[src/rtl/axil_reg_bridge.sv]
// AXI4-Lite slave bridging a host master to a bank of 32-bit R/W registers.
// Each write needs AW and W valid together and returns a B response.
// Each read returns its data on R one cycle after the AR handshake.
module axil_reg_bridge #(
    parameter int unsigned ADDR_WIDTH = 8,
    parameter int unsigned DATA_WIDTH = 32,
    parameter int unsigned NUM_REGS   = 16
) (
    input  logic                  clk,
    input  logic                  rst,
    input  logic [ADDR_WIDTH-1:0] s_axi_awaddr,
    input  logic                  s_axi_awvalid,
    output logic                  s_axi_awready,
    input  logic [DATA_WIDTH-1:0] s_axi_wdata,
    input  logic                  s_axi_wvalid,
    output logic                  s_axi_wready,
    output logic [1:0]            s_axi_bresp,
    output logic                  s_axi_bvalid,
    input  logic                  s_axi_bready,
    input  logic [ADDR_WIDTH-1:0] s_axi_araddr,
    input  logic                  s_axi_arvalid,
    output logic                  s_axi_arready,
    output logic [DATA_WIDTH-1:0] s_axi_rdata,
    output logic [1:0]            s_axi_rresp,
    output logic                  s_axi_rvalid,
    input  logic                  s_axi_rready
);

    localparam int unsigned         IDX_W     = (NUM_REGS > 1) ? $clog2(NUM_REGS) : 1;
    localparam logic [ADDR_WIDTH:0] REG_SPAN  = (ADDR_WIDTH+1)'(4 * NUM_REGS);
    localparam logic [1:0]          RESP_OKAY = 2'b00;
    localparam logic [1:0]          RESP_SLV  = 2'b10;

    logic [DATA_WIDTH-1:0] regs_q [NUM_REGS];

    logic                  bvalid_q, bvalid_d;
    logic [1:0]            bresp_q,  bresp_d;
    logic                  rvalid_q, rvalid_d;
    logic [1:0]            rresp_q,  rresp_d;
    logic [DATA_WIDTH-1:0] rdata_q,  rdata_d;

    logic                  wr_hs;
    logic                  rd_hs;
    logic                  aw_in_range;
    logic                  ar_in_range;
    logic [IDX_W-1:0]      aw_idx;
    logic [IDX_W-1:0]      ar_idx;

    // Address decode: word index from bits above the byte offset, range check on full address
    assign aw_idx      = s_axi_awaddr[IDX_W+1:2];
    assign ar_idx      = s_axi_araddr[IDX_W+1:2];
    assign aw_in_range = {1'b0, s_axi_awaddr} < REG_SPAN;
    assign ar_in_range = {1'b0, s_axi_araddr} < REG_SPAN;

    // Write accepts AW+W as one beat, only when the B slot is free or draining this cycle
    assign s_axi_awready = s_axi_awvalid & s_axi_wvalid & (~bvalid_q | s_axi_bready);
    assign s_axi_wready  = s_axi_awready;
    assign wr_hs         = s_axi_awready;

    // Read address accepted whenever the R slot is free or draining this cycle
    assign s_axi_arready = ~rvalid_q | s_axi_rready;
    assign rd_hs         = s_axi_arvalid & s_axi_arready;

    assign s_axi_bvalid = bvalid_q;
    assign s_axi_bresp  = bresp_q;
    assign s_axi_rvalid = rvalid_q;
    assign s_axi_rresp  = rresp_q;
    assign s_axi_rdata  = rdata_q;

    // Response channel next state; payloads hold while valid is stalled
    always_comb begin
        bvalid_d = bvalid_q;
        bresp_d  = bresp_q;
        rvalid_d = rvalid_q;
        rresp_d  = rresp_q;
        rdata_d  = rdata_q;

        if (wr_hs) begin
            bvalid_d = 1'b1;
            bresp_d  = aw_in_range ? RESP_OKAY : RESP_SLV;
        end else if (s_axi_bready) begin
            bvalid_d = 1'b0;
        end

        if (rd_hs) begin
            rvalid_d = 1'b1;
            rresp_d  = ar_in_range ? RESP_OKAY : RESP_SLV;
            rdata_d  = ar_in_range ? regs_q[ar_idx] : '0;
        end else if (s_axi_rready) begin
            rvalid_d = 1'b0;
        end
    end

    // Response channel state registers
    always_ff @(posedge clk or negedge rst) begin
        if (!rst) begin
            bvalid_q <= 1'b0;
            bresp_q  <= RESP_OKAY;
            rvalid_q <= 1'b0;
            rresp_q  <= RESP_OKAY;
            rdata_q  <= '0;
        end else begin
            bvalid_q <= bvalid_d;
            bresp_q  <= bresp_d;
            rvalid_q <= rvalid_d;
            rresp_q  <= rresp_d;
            rdata_q  <= rdata_d;
        end
    end

    // Register bank; out-of-range writes leave it untouched
    always_ff @(posedge clk or negedge rst) begin
        if (!rst) begin
            for (int i = 0; i < int'(NUM_REGS); i++) begin
                regs_q[i] <= '0;
            end
        end else if (wr_hs && aw_in_range) begin
            regs_q[aw_idx] <= s_axi_wdata;
        end
    end

endmodule

[config.mk]
export PLATFORM = sky130hd
export DESIGN_NAME = axil_reg_bridge
export DESIGN_NICKNAME = d
export VERILOG_FILES = /design/src/rtl/axil_reg_bridge.sv
export SDC_FILE = /design/constraint.sdc
export NUM_CORES = 1
export LEC_CHECK = 0
export CORE_MARGIN = 10
export CORE_UTILIZATION = 49
export CTS_CLUSTER_SIZE = 16
export DETAILED_ROUTE_END_ITERATION = 7
export PLACE_DENSITY = 0.66
export REMOVE_ABC_BUFFERS = 1
export SLEW_MARGIN = 5
export SYNTH_ARGS = -nofsm -noshare
export SYNTH_HDL_FRONTEND = slang
export SYNTH_SLANG_ARGS = --single-unit
[constraint.sdc]
create_clock -name clk -period 6 [get_ports clk]
set_clock_uncertainty 0.05 [all_clocks]
set_input_delay 1.2 -clock clk [delete_from_list [all_inputs] [get_ports clk]]
set_output_delay 1.2 -clock clk [all_outputs]
set_load 0.01 [all_outputs]
==> impl_metrics.json <==
{
  "run_status": "finished, final reports clean",
  "die_width_um": 245,
  "finalSetupTns_ns": 0,
  "grt_setup_unrepaired": "no",
  "avgSynthCellArea_um2": 16.6,
  "totalWireLength_mm": 55.3,
  "fin_area_mm2": 0.0281,
  "routed-wl-met3_mm": 2.63,
  "fill_cells": 4003,
  "cts_resized": 0,
  "required_ns": 4.75,
  "drt_iter0_drc": 708,
  "clock_path_buffers": 3,
  "seq_area_frac_synth_pct": 55.4,
  "numCtsBuffers": 56,
  "first_pass_iters": 4,
  "hp-class": "reg2reg",
  "total_leakage_power_nw": 13.4,
  "ys_types": 27,
  "slew_headroom_pct": 31.2,
  "wl_per_cell_um": 24.6,
  "cts.sinks": 548,
  "clock-root-buffer": "clkbuf_16",
  "cts_max_level": 2,
  "timing.critical_path.cells": "clkdlybuf4s50_1 > nand2b_1 > nor2b_1 > clkdlybuf4s50_1",
  "ir_worst_vdd_v": 0.000207,
  "cts.clk_slew.worst_paths_ns": 0.05,
  "cts_setup_buffers": 0,
  "postRouteAntennaNets": 0,
  "crit_slowest_cell": "clkdlybuf4s50_1",
  "drive_above_1_share_pct": 47.6,
  "totalPowerFinal_mw": 8.39,
  "synth_edf_count": 0,
  "yosysWarnings": 0,
  "slowest_delay_ns": 0.58,
  "fmax_ghz": 0.262,
  "critPathMaxFanout": 3,
  "clk_latency_ns": 0.61,
  "dr_wl_met2_mm": 26.1,
  "slew_violations": 0,
  "grt_pass1_vias": 14300,
  "synth_area_leaders": "dfrtp_1, mux2_2, mux4_2",
  "cts_hold_repair.buffers": 0,
  "wl_met1_mm": 25.9,
  "place_congestion": 0.703,
  "top_layer": "met5",
  "p_per_area_mw_per_mm2": 299,
  "min_period_ns": 3.82,
  "end_kind": "output port",
  "synth-main-ff-cell": "dfrtp_1",
  "cts_tree": "built",
  "grt.overflow.total": 0,
  "place_inst": 2148,
  "portBuffers": 89,
  "nets": 1589,
  "crit_top_cell": "clkdlybuf4s50_1",
  "via_per_inst": 5.82,
  "dp_hpwl_mm": 29.3,
  "setup_viol": 0,
  "die_h_um": 245,
  "start_util_pct": 49.4,
  "grt_use_total_pct": 18.8,
  "start_kind": "primary input",
  "ios": 96,
  "cp_top_family": "buffers and inverters",
  "syn_area_mm2": 0.0247,
  "dieArea_mm2": 0.0599,
  "finalNonFillerCells": 2247,
  "cp.arrival_ns": 2.57,
  "fp-row-count": 82,
  "critical_path_class": "in2out",
  "synthCells": 1487,
  "hold_viol_final": 0,
  "yosys_register_bits": 548,
  "fin_util_pct": 56.1,
  "yosysTopAreaCell": "dfrtp_1",
  "antenna_found_initial": 2,
  "grt_pass1_wl_mm": 87.6,
  "fin_crit_sh_pct": 63.6,
  "synth_top_area_share_pct": 55.4,
  "num_vias": 13100,
  "grt_max_degree": 172,
  "maxCapViolCount": 0,
  "route.detailed.drc": 0,
  "core_area_mm2": 0.0501,
  "tightestPinTransition_ns": 1.03,
  "synthArstFlopShare_pct": 100,
  "place_area_mm2": 0.0262,
  "crit_buf_inv": 2,
  "area_growth_pct": 13.5
}
cells by family (layout without fill, tap and decap cells):
logic type / count (synthesis) / in the layout / share of synthesized area [%]
flops: 548 / 548 / 55.4
compound gates: 66 / 66 / 1.83
mux: 704 / 704 / 38.9
buf+inv: 133 / 219 / 2.67
other cells: 1 / 3 / 0.0152
simple gates: 35 / 35 / 1.11
metrics by stage:
stage | setup WS [ns] | hold slack (ns)
floorplan | 0.968 | 0.402
global placement | 1.79 | 0.413
detailed placement | 1.76 | 0.420
CTS | 2.17 | 0.434
global route | 2.10 | 0.451
finish | 2.18 | 0.432
cell usage in the layout, fill, tap and decap left out, drive strengths merged:
cell type        n
nor4             3
or4b             1
mux4           128
clkinvlp         1
bufinv           4
nand2b           7
nor2b            1
buf             36
dfrtp          548
clkinv           4
nand2            6
clkdlybuf4s50   85
conb             2
nand4b           1
mux2           512
nor2             2
o21a             1
nor3             9
mux2i           64
a2bb2oi         32
clkbuf          87
or4              3
nand4            1
diode            1
o21ai           33
nor4b            1
inv              2
worst paths after layout:
| check | cells after the start | end | slack (ns) | from |
|---|---|---|---|---|
| setup / recovery | 4 | s_axi_awready | 2.18 | s_axi_bready |
| hold / removal | 1 | regs_q[186]$_DFFE_PN0P_ | 0.43 | regs_q[186]$_DFFE_PN0P_ |
| setup reg to reg | 6 | regs_q[65]$_DFFE_PN0P_ | 3.04 | s_axi_bvalid$_DFFE_PN0P_ |
| hold reg to reg | 1 | regs_q[186]$_DFFE_PN0P_ | 0.43 | regs_q[186]$_DFFE_PN0P_ |
| max in group asynchronous | 2 | regs_q[299]$_DFFE_PN0P_ | 3.86 | rst |
| min in group asynchronous | 1 | regs_q[449]$_DFFE_PN0P_ | 0.57 | rst |
flip-flops by register name, indices dropped and copies added, names as in the netlist:
| register | count |
|---|---|
| regs_q | 512 |
| s_axi_rvalid | 1 |
| s_axi_rdata | 32 |
| s_axi_bresp | 1 |
| s_axi_rresp | 1 |
| s_axi_bvalid | 1 |
Yosys cell counts (2+ instances only):
cell type  instances
dfrtp_1          548
mux2_2           397
mux4_2           128
mux2_4            90
mux2i_1           64
clkbuf_1          60
buf_2             42
o21ai_0           33
a2bb2oi_1         32
mux2_1            25
buf_1             13
buf_6             11
nor3_2             8
buf_4              7
nand2b_1           7
nand2_1            6
nor4_2             3
or4_1              3
nor2_1             2
layout make-up:
type / count / area (um^2) / area share [%]
Sequential cell: 548 / 13700 / 48.8
Multi-Input combinational cell: 807 / 10400 / 37.2
Tap cell: 672 / 841 / 2.99
Antenna cell: 1 / 2.50 / 0.00891
Clock inverter: 11 / 165 / 0.588
Timing Repair Buffer: 121 / 1230 / 4.37
Clock buffer: 87 / 1680 / 5.98
per-layer routing:
| metal | GRT usage (%) | vias up |
|---|---|---|
| met3 | 3.74 | 62 |
| met2 | 29.7 | 207 |
| met1 | 26.7 | 7180 |
| met4 | 3.78 | 2 |
| li1 | - | 5632 |
| met5 | 0 | - |
power breakdown:
part	internal, mW	switching [mW]
logic	0.451	0.335
registers	3.97	0.135
clock network	2.08	1.41
total	6.50	1.89
No activity file was read; power rests on OpenSTA's default activity.
